<file path="config.mk">
export PLATFORM = sky130hd
export DESIGN_NAME = smooth_dma
export DESIGN_NICKNAME = d
export VERILOG_FILES = /design/src/rtl/smooth_dma.sv
export SDC_FILE = /design/constraint.sdc
export NUM_CORES = 1
export LEC_CHECK = 0
export ABC_AREA = 0
export BUFFER_PORTS_ARGS = -buffer_cell sky130_fd_sc_hd__buf_2
export CAP_MARGIN = 30
export CORE_ASPECT_RATIO = 1.4
export CORE_UTILIZATION = 46
export CTS_BUF_LIST = sky130_fd_sc_hd__clkbuf_16
export CTS_CLUSTER_DIAMETER = 150
export CTS_CLUSTER_SIZE = 30
export DETAILED_ROUTE_END_ITERATION = 8
export PLACE_DENSITY = 0.75
export SETUP_SLACK_MARGIN = 0.1
export SLEW_MARGIN = 15
export SYNTH_ARGS = -nofsm -noshare
export SYNTH_HDL_FRONTEND = slang
export SYNTH_SLANG_ARGS = --single-unit
</file>
<file path="constraint.sdc">
create_clock -name clk -period 5.3 [get_ports clk]
set_input_delay 0.265 -clock clk [delete_from_list [all_inputs] [get_ports clk]]
set_output_delay 0.265 -clock clk [all_outputs]
set_load 0.01 [all_outputs]
</file>
<file path="src/rtl/smooth_dma.sv">
// smooth_dma: memory-to-memory block / sliding window averager
// over a single-port synchronous RAM.
module smooth_dma #(
  parameter int DATA_W = 8,
  parameter int ADDR_W = 8,
  parameter int WIN    = 4,
  parameter int ROUND  = 0
) (
  input  logic              clk,
  input  logic              rst_n,
  input  logic              start,
  input  logic              mode,
  input  logic [ADDR_W-1:0] src,
  input  logic [ADDR_W-1:0] len,
  input  logic [ADDR_W-1:0] dest,
  output logic              busy,
  output logic              done,
  output logic              err,
  output logic [ADDR_W-1:0] out_count,
  output logic              mem_en,
  output logic              mem_we,
  output logic [ADDR_W-1:0] mem_addr,
  output logic [DATA_W-1:0] mem_wdata,
  input  logic [DATA_W-1:0] mem_rdata
);

  localparam int LW = $clog2(WIN);
  localparam int SW = DATA_W + LW;
  localparam int CW = ADDR_W + 1;
  localparam logic [SW-1:0] RND =
    (ROUND != 0) ? SW'(WIN / 2) : '0;

  typedef enum logic [2:0] {
    S_IDLE,
    S_RD,
    S_CAP,
    S_WR,
    S_FIN
  } state_t;

  state_t state_q, state_d;

  logic              mode_q;
  logic [ADDR_W-1:0] src_q;
  logic [ADDR_W-1:0] dest_q;
  logic [ADDR_W-1:0] nout_q;
  logic [ADDR_W-1:0] k_q;
  logic [CW-1:0]     i_q;
  logic [SW-1:0]     sum_q;
  logic [DATA_W-1:0] win_q [WIN];

  logic [ADDR_W-1:0] nout_new;
  logic [LW-1:0]     slot;
  logic [SW-1:0]     evict;
  logic [SW-1:0]     sum_cap;
  logic [SW-1:0]     rsum;
  logic [DATA_W-1:0] result;
  logic              win_done;
  logic              last_wr;

  // Output count implied by the request inputs
  always_comb begin
    nout_new = '0;
    if (!mode) begin
      nout_new = len >> LW;
    end else if (len >= ADDR_W'(WIN)) begin
      nout_new = len - ADDR_W'(WIN - 1);
    end
  end

  // Window arithmetic and step conditions
  always_comb begin
    slot     = i_q[LW-1:0];
    evict    = mode_q ? SW'(win_q[slot]) : '0;
    sum_cap  = sum_q + SW'(mem_rdata) - evict;
    rsum     = sum_q + RND;
    result   = rsum[SW-1:LW];
    win_done = mode_q ? ((i_q + 1'b1) >= CW'(WIN))
                      : (slot == LW'(WIN - 1));
    last_wr  = (k_q + 1'b1) == nout_q;
  end

  // State register
  always_ff @(posedge clk) begin
    if (!rst_n) state_q <= S_IDLE;
    else        state_q <= state_d;
  end

  // Next-state logic
  always_comb begin
    state_d = state_q;
    unique case (state_q)
      S_IDLE: begin
        if (start) begin
          state_d = (nout_new == '0) ? S_FIN : S_RD;
        end
      end
      S_RD:  state_d = S_CAP;
      S_CAP: state_d = win_done ? S_WR : S_RD;
      S_WR:  state_d = last_wr ? S_FIN : S_RD;
      S_FIN: state_d = S_IDLE;
      default: state_d = S_IDLE;
    endcase
  end

  // Outputs decoded from state
  always_comb begin
    busy      = 1'b0;
    done      = 1'b0;
    err       = 1'b0;
    out_count = nout_q;
    mem_en    = 1'b0;
    mem_we    = 1'b0;
    mem_addr  = '0;
    mem_wdata = '0;
    unique case (state_q)
      S_RD: begin
        busy     = 1'b1;
        mem_en   = 1'b1;
        mem_addr = src_q + i_q[ADDR_W-1:0];
      end
      S_CAP: busy = 1'b1;
      S_WR: begin
        busy      = 1'b1;
        mem_en    = 1'b1;
        mem_we    = 1'b1;
        mem_addr  = dest_q + k_q;
        mem_wdata = result;
      end
      S_FIN: begin
        done = 1'b1;
        err  = (nout_q == '0);
      end
      default: ;
    endcase
  end

  // Request latch, sample buffer, running sum and counters
  always_ff @(posedge clk) begin
    if (!rst_n) begin
      mode_q <= 1'b0;
      src_q  <= '0;
      dest_q <= '0;
      nout_q <= '0;
      k_q    <= '0;
      i_q    <= '0;
      sum_q  <= '0;
      for (int j = 0; j < WIN; j++) win_q[j] <= '0;
    end else begin
      unique case (state_q)
        S_IDLE: begin
          if (start) begin
            mode_q <= mode;
            src_q  <= src;
            dest_q <= dest;
            nout_q <= nout_new;
            k_q    <= '0;
            i_q    <= '0;
            sum_q  <= '0;
            for (int j = 0; j < WIN; j++) win_q[j] <= '0;
          end
        end
        S_CAP: begin
          win_q[slot] <= mem_rdata;
          sum_q       <= sum_cap;
          i_q         <= i_q + 1'b1;
        end
        S_WR: begin
          k_q <= k_q + 1'b1;
          if (!mode_q) sum_q <= '0;
        end
        default: ;
      endcase
    end
  end

endmodule

</file>
# After elaboration in Yosys (flattened, before gate mapping)
# Memory sizes are Yosys's and may differ from the RTL's. A register that Yosys moved wholly into a read port is not among the register bits.
# Index checks and enable logic that the tools add are counted.
# word_totals
in_bits	36
elab_cells	83
n_memories	1
register_bits	55
ram_bits	32
output_inout_bits	29
# memory_table
memory	depth	word_bits	rd	rd_ports_with_merged_regs	wr	line	rtl
win_q	4	8	1	1	4	50	logic [DATA_W-1:0] win_q [WIN];
# op_classes
n_bitwise	4
add_sub_neg	7
muxes	40
n_reduce_logical	13
magnitude_cmp	2
eq_ne	8
# op_table
operator	count
2-to-1 mux 8 bit	10
case mux 8 bit (2 select lines)	2
case mux 10 bit (3 select lines)	1
2-to-1 mux 10 bit	2
case mux 9 bit (2 select lines)	1
adder 8 bit	2
logical NOT 8 bit	2
2-to-1 mux 1 bit	15
case mux 3 bit (4 select lines)	1
adder 10 x 8 -> 10 bit	1
subtractor 10 x 8 -> 10 bit	1
adder 9 x 1 -> 9 bit (second input constant)	1
greater-or-equal comparator 9 x 3 -> 1 bit (second input constant)	1
2-to-1 mux 3 bit	3
2-to-1 mux 9 bit	1
adder 8 x 1 -> 8 bit (second input constant)	1
== test 8 bit	1
greater-or-equal comparator 8 x 3 -> 1 bit (second input constant)	1
2-to-1 mux 2 bit	4
OR reduction 8 bit	1
subtractor 8 x 2 -> 8 bit (second input constant)	1
== test 3 x 2 -> 1 bit (second input constant)	2
AND reduction 2 bit	3
!= test 2 bit (second input constant)	2
other kinds (10)	14

# Depth between registers and ports, before layout
# depth
ltp_word	7
mapped_depth	13
depth_no_buf	12

# Worst setup path before layout
# No wires, ideal clock.
# synth_timing
path_kind	register -> register
startpoint	register with a tool-made name
endpoint	register sum_q[6]
setup_slack_ns	1.836
period_less_slack_ns	3.464
setup_ns	0.117
required_time_ns	5.183
t_arrival_ns	3.347
stages_incl_launch_ff	13
n_path_buf	1
cell_sequence	dfxtp_1 -> clkbuf_1 -> mux4_2 -> and2_1 -> fa_1 -> inv_1 -> fa_1 -> a21o_1 -> a21oi_1 -> a2bb2oi_1 -> nor2b_1 -> xor2_1 -> o21ai_1
# synth_lines
item	line	rtl
end signal: assignment	165	sum_q <= sum_cap;
end: declaration	49	logic [SW-1:0] sum_q;

==> impl_summary.log <==
[metrics] category of the critical setup timing path: flop to flop
[metrics] clock skew after layout: 6.06 ps
[metrics] fraction of final layout cells sized beyond drive strength 1: 0.140
[metrics] startpoint types: flop
[metrics] post-placement setup slack: 1690 ps
[metrics] total clock sinks: 89
[metrics] Synth Warn #: 0
[metrics] dominant cells by area after synthesis: dfxtp_1 (19%), edfxtp_1 (16%), ha_1 (6.6%)
[metrics] total global routing track utilization: 0.218
[metrics] total length of routed wires: 13900 µm
[metrics] Final setup violation count: 0
[metrics] hold-fix buffer count after cts: 0
[metrics] sequential-to-total area share from yosys stat: 0.356
[metrics] area of the die: 0.0133 mm²
[metrics] Net Count, Synth: 748
[metrics] clock root buffer master: clkbuf_16
[metrics] flops & latches, synth: 89
[metrics] synthesized area per cell: 8.81 µm²
[metrics] H-tree depth reported by CTS: 3
[metrics] Initial Utilization: 0.476
[metrics] final sum of negative setup slack: 0 ps
[metrics] number of post-CTS setup repair buffers: 0
[metrics] residual antenna-violating net count after detailed routing: 0
[metrics] Die Wd: 97.8 µm
[metrics] actual transition at the worst max-transition pin: 731 ps
[metrics] critical-path maximum fanout: 8
[metrics] Layout fillers: 1151
[metrics] largest area contributor in the synthesized netlist: dfxtp_1
[metrics] number of synthesized flops with an enable pin: 32
[metrics] setup slack of the critical path after layout: 1690 ps
[metrics] signal arrival time at the worst endpoint: 3840 ps
[metrics] clock-pin slew of the registers on the worst-case setup and hold paths: 60 ps
[metrics] TritonCTS clock tree: done
[metrics] Routed wire per std cell: 16.0 µm
[metrics] setup repair after global routing missed its margin: false
[metrics] placed insts: 848
[metrics] Die Y: 136 µm
[metrics] via count of the first global-routing pass: 4880
[metrics] worst hold path type: input pin to flop
[metrics] most frequent cells in the layout: buf_2 (64), nand2_1 (62), dfxtp_1 (57), inv_1 (44), and2_1 (44)
[metrics] count of max-cap constraint violations: 0
[metrics] worst IR drop on VDD: 0.172 mV
[metrics] clock insertion delay at the later pin of the skew report: 340 ps
[metrics] detailed-route via count: 4980
[metrics] hpwl dp: 10400 µm
[metrics] gate count of the mapped netlist: 671
[metrics] number of input and output port buffers inserted: 64
[metrics] grt ovf: 0
[metrics] Critical Path End Type: flop
[metrics] result of the run: finished, violations left
[metrics] count of final hold-check violations: 0
[metrics] Final Max Slew Viols: 0
[metrics] violations in the final reports: design-rule violations
[metrics] 1st-pass router iterations: 7
[metrics] I/O pins: 65
[metrics] multi-input logic area: 0.00348 mm²
[metrics] area overhead of the layout relative to synthesis: 11.1%
[metrics] number of standard-cell rows in the floorplan: 48
[metrics] portion of synthesized cell area occupied by the leading cell type: 0.193
[metrics] nets: 786
[metrics] RePlAce Congestion: 0.855
[metrics] wire length of the first global-routing pass: 23000 µm
[metrics] clock buffer count from CTS: 9
[metrics] post-cts gate resize count: 0
[metrics] Fmax: 0.277 GHz
[metrics] Hold Startpoint: dest[1]
[metrics] largest net degree at the start of global routing: 67
[metrics] initial detailed-routing violation count: 292
[metrics] fraction of registers with async set or reset after synthesis: 0
[metrics] worst slew margin relative to its limit: 0.511
[metrics] final worst path period share: 0.681
[metrics] buffer levels on the longest clock path: 2
[metrics] initial antenna violation count: 0
[metrics] register area: 0.00210 mm²
[metrics] data required time of the critical path: 5530 ps
[metrics] number of remaining DRC errors: 4
[metrics] cell area after placement: 0.00630 mm²
[metrics] leakage power total: 2.75 nW
[metrics] antenna diode instance count: 0
[metrics] summed area of non-filler cells in the final layout: 0.00657 mm²
[metrics] leading cell type in the layout, fill and taps excluded: buf_2
[metrics] core box area: 0.0124 mm²
[metrics] Non-Filler Instances: 864
[metrics] Mapped Area: 0.00591 mm²
[metrics] vias per inst: 5.76
[metrics] number of distinct library cells after synthesis: 62
[metrics] top_reg_cell synth: dfxtp_1
[metrics] crit path time final: 3610 ps
[metrics] areal power density over the cells: 257 mW/mm²
## synthesized netlist by cell type, types with 6 or more instances
library cell	count
nand3_1	24
a21oi_1	30
dfxtp_1	57
ha_1	31
o21ai_0	21
xor2_1	7
xnor2_1	22
nor4_1	8
nor2_1	41
and3_1	12
inv_1	44
a21boi_0	21
a22oi_1	10
or3_1	8
nor3_1	18
nand2_1	62
mux4_2	8
fa_1	10
edfxtp_1	32
a21o_1	10
nand3b_1	6
and2_1	44
nor2b_1	25
o211ai_1	8
clkbuf_1	37
## critical path: stages (launching register included)
cell       delay (ps)
dfxtp_1           650
mux4_2            560
and2_1            180
fa_1              490
inv_1              70
fa_1              450
a21o_1            190
a21oi_1           260
a2bb2oi_1         250
nor2b_1           180
xor2_1            150
o21ai_1            70
## final timing paths
kind	cells past startpoint	endpoint	slack [ps]
min reg2reg	2	sum_q[6]	470
max	11	sum_q[6]	1690
max reg2reg	11	sum_q[6]	1690
min	3	dest_q[1]	170
## layout make-up
cell class              instances  share of cell area
inverters                      48              0.0274
clock buffers                   9              0.0343
clock inverters                 7             0.00667
well taps                     150              0.0286
multi-input cells             493               0.530
repair buffers                 68              0.0533
flip-flops and latches         89               0.320
## power breakdown
group	switching [W]	total (W)	internal, W
Clock	0.000272	0.000590	0.000318
Combinational	0.000186	0.000320	0.000135
Sequential	0.0000314	0.000779	0.000747
## per-layer routing
layer / part of all wire / vias up / routed length, µm / track usage
met5: 0 / - / 0 / 0
met3: 0.053 / 32 / 733 / 0.0303
met4: 0.034 / 0 / 471 / 0.105
met2: 0.49 / 161 / 6780 / 0.390
met1: 0.42 / 2353 / 5860 / 0.256
li1: - / 2434 / - / -
## cells by family after synthesis
logic type / count (synthesis) / synth area share
AO/OA/AOI/OAI: 141 / 0.165
XOR/XNOR: 30 / 0.0470
adder cells (fa/ha/maj): 41 / 0.0995
buffers and inverters: 89 / 0.0584
flip-flops: 89 / 0.356
multiplexers: 11 / 0.0356
AND/OR/NAND/NOR: 270 / 0.239
## through the flow
step	power (W)	utilization	hold WS (ps)
after floorplan	0.00102	-	410
after global placement	0.00110	0.507	449
after detailed placement	0.00111	0.507	462
after CTS	0.00170	0.528	162
after global routing	0.00177	0.528	170
final	0.00169	0.528	171
## registers in the layout, indices dropped and copies added (netlist names), named ones only
register,cells
win_q,32
sum_q,10
i_q,9
dest_q,8
k_q,8
out_count,8
src_q,8
state_q,3
mode_q,1
Note: power is estimated with default switching activity, not from simulation.
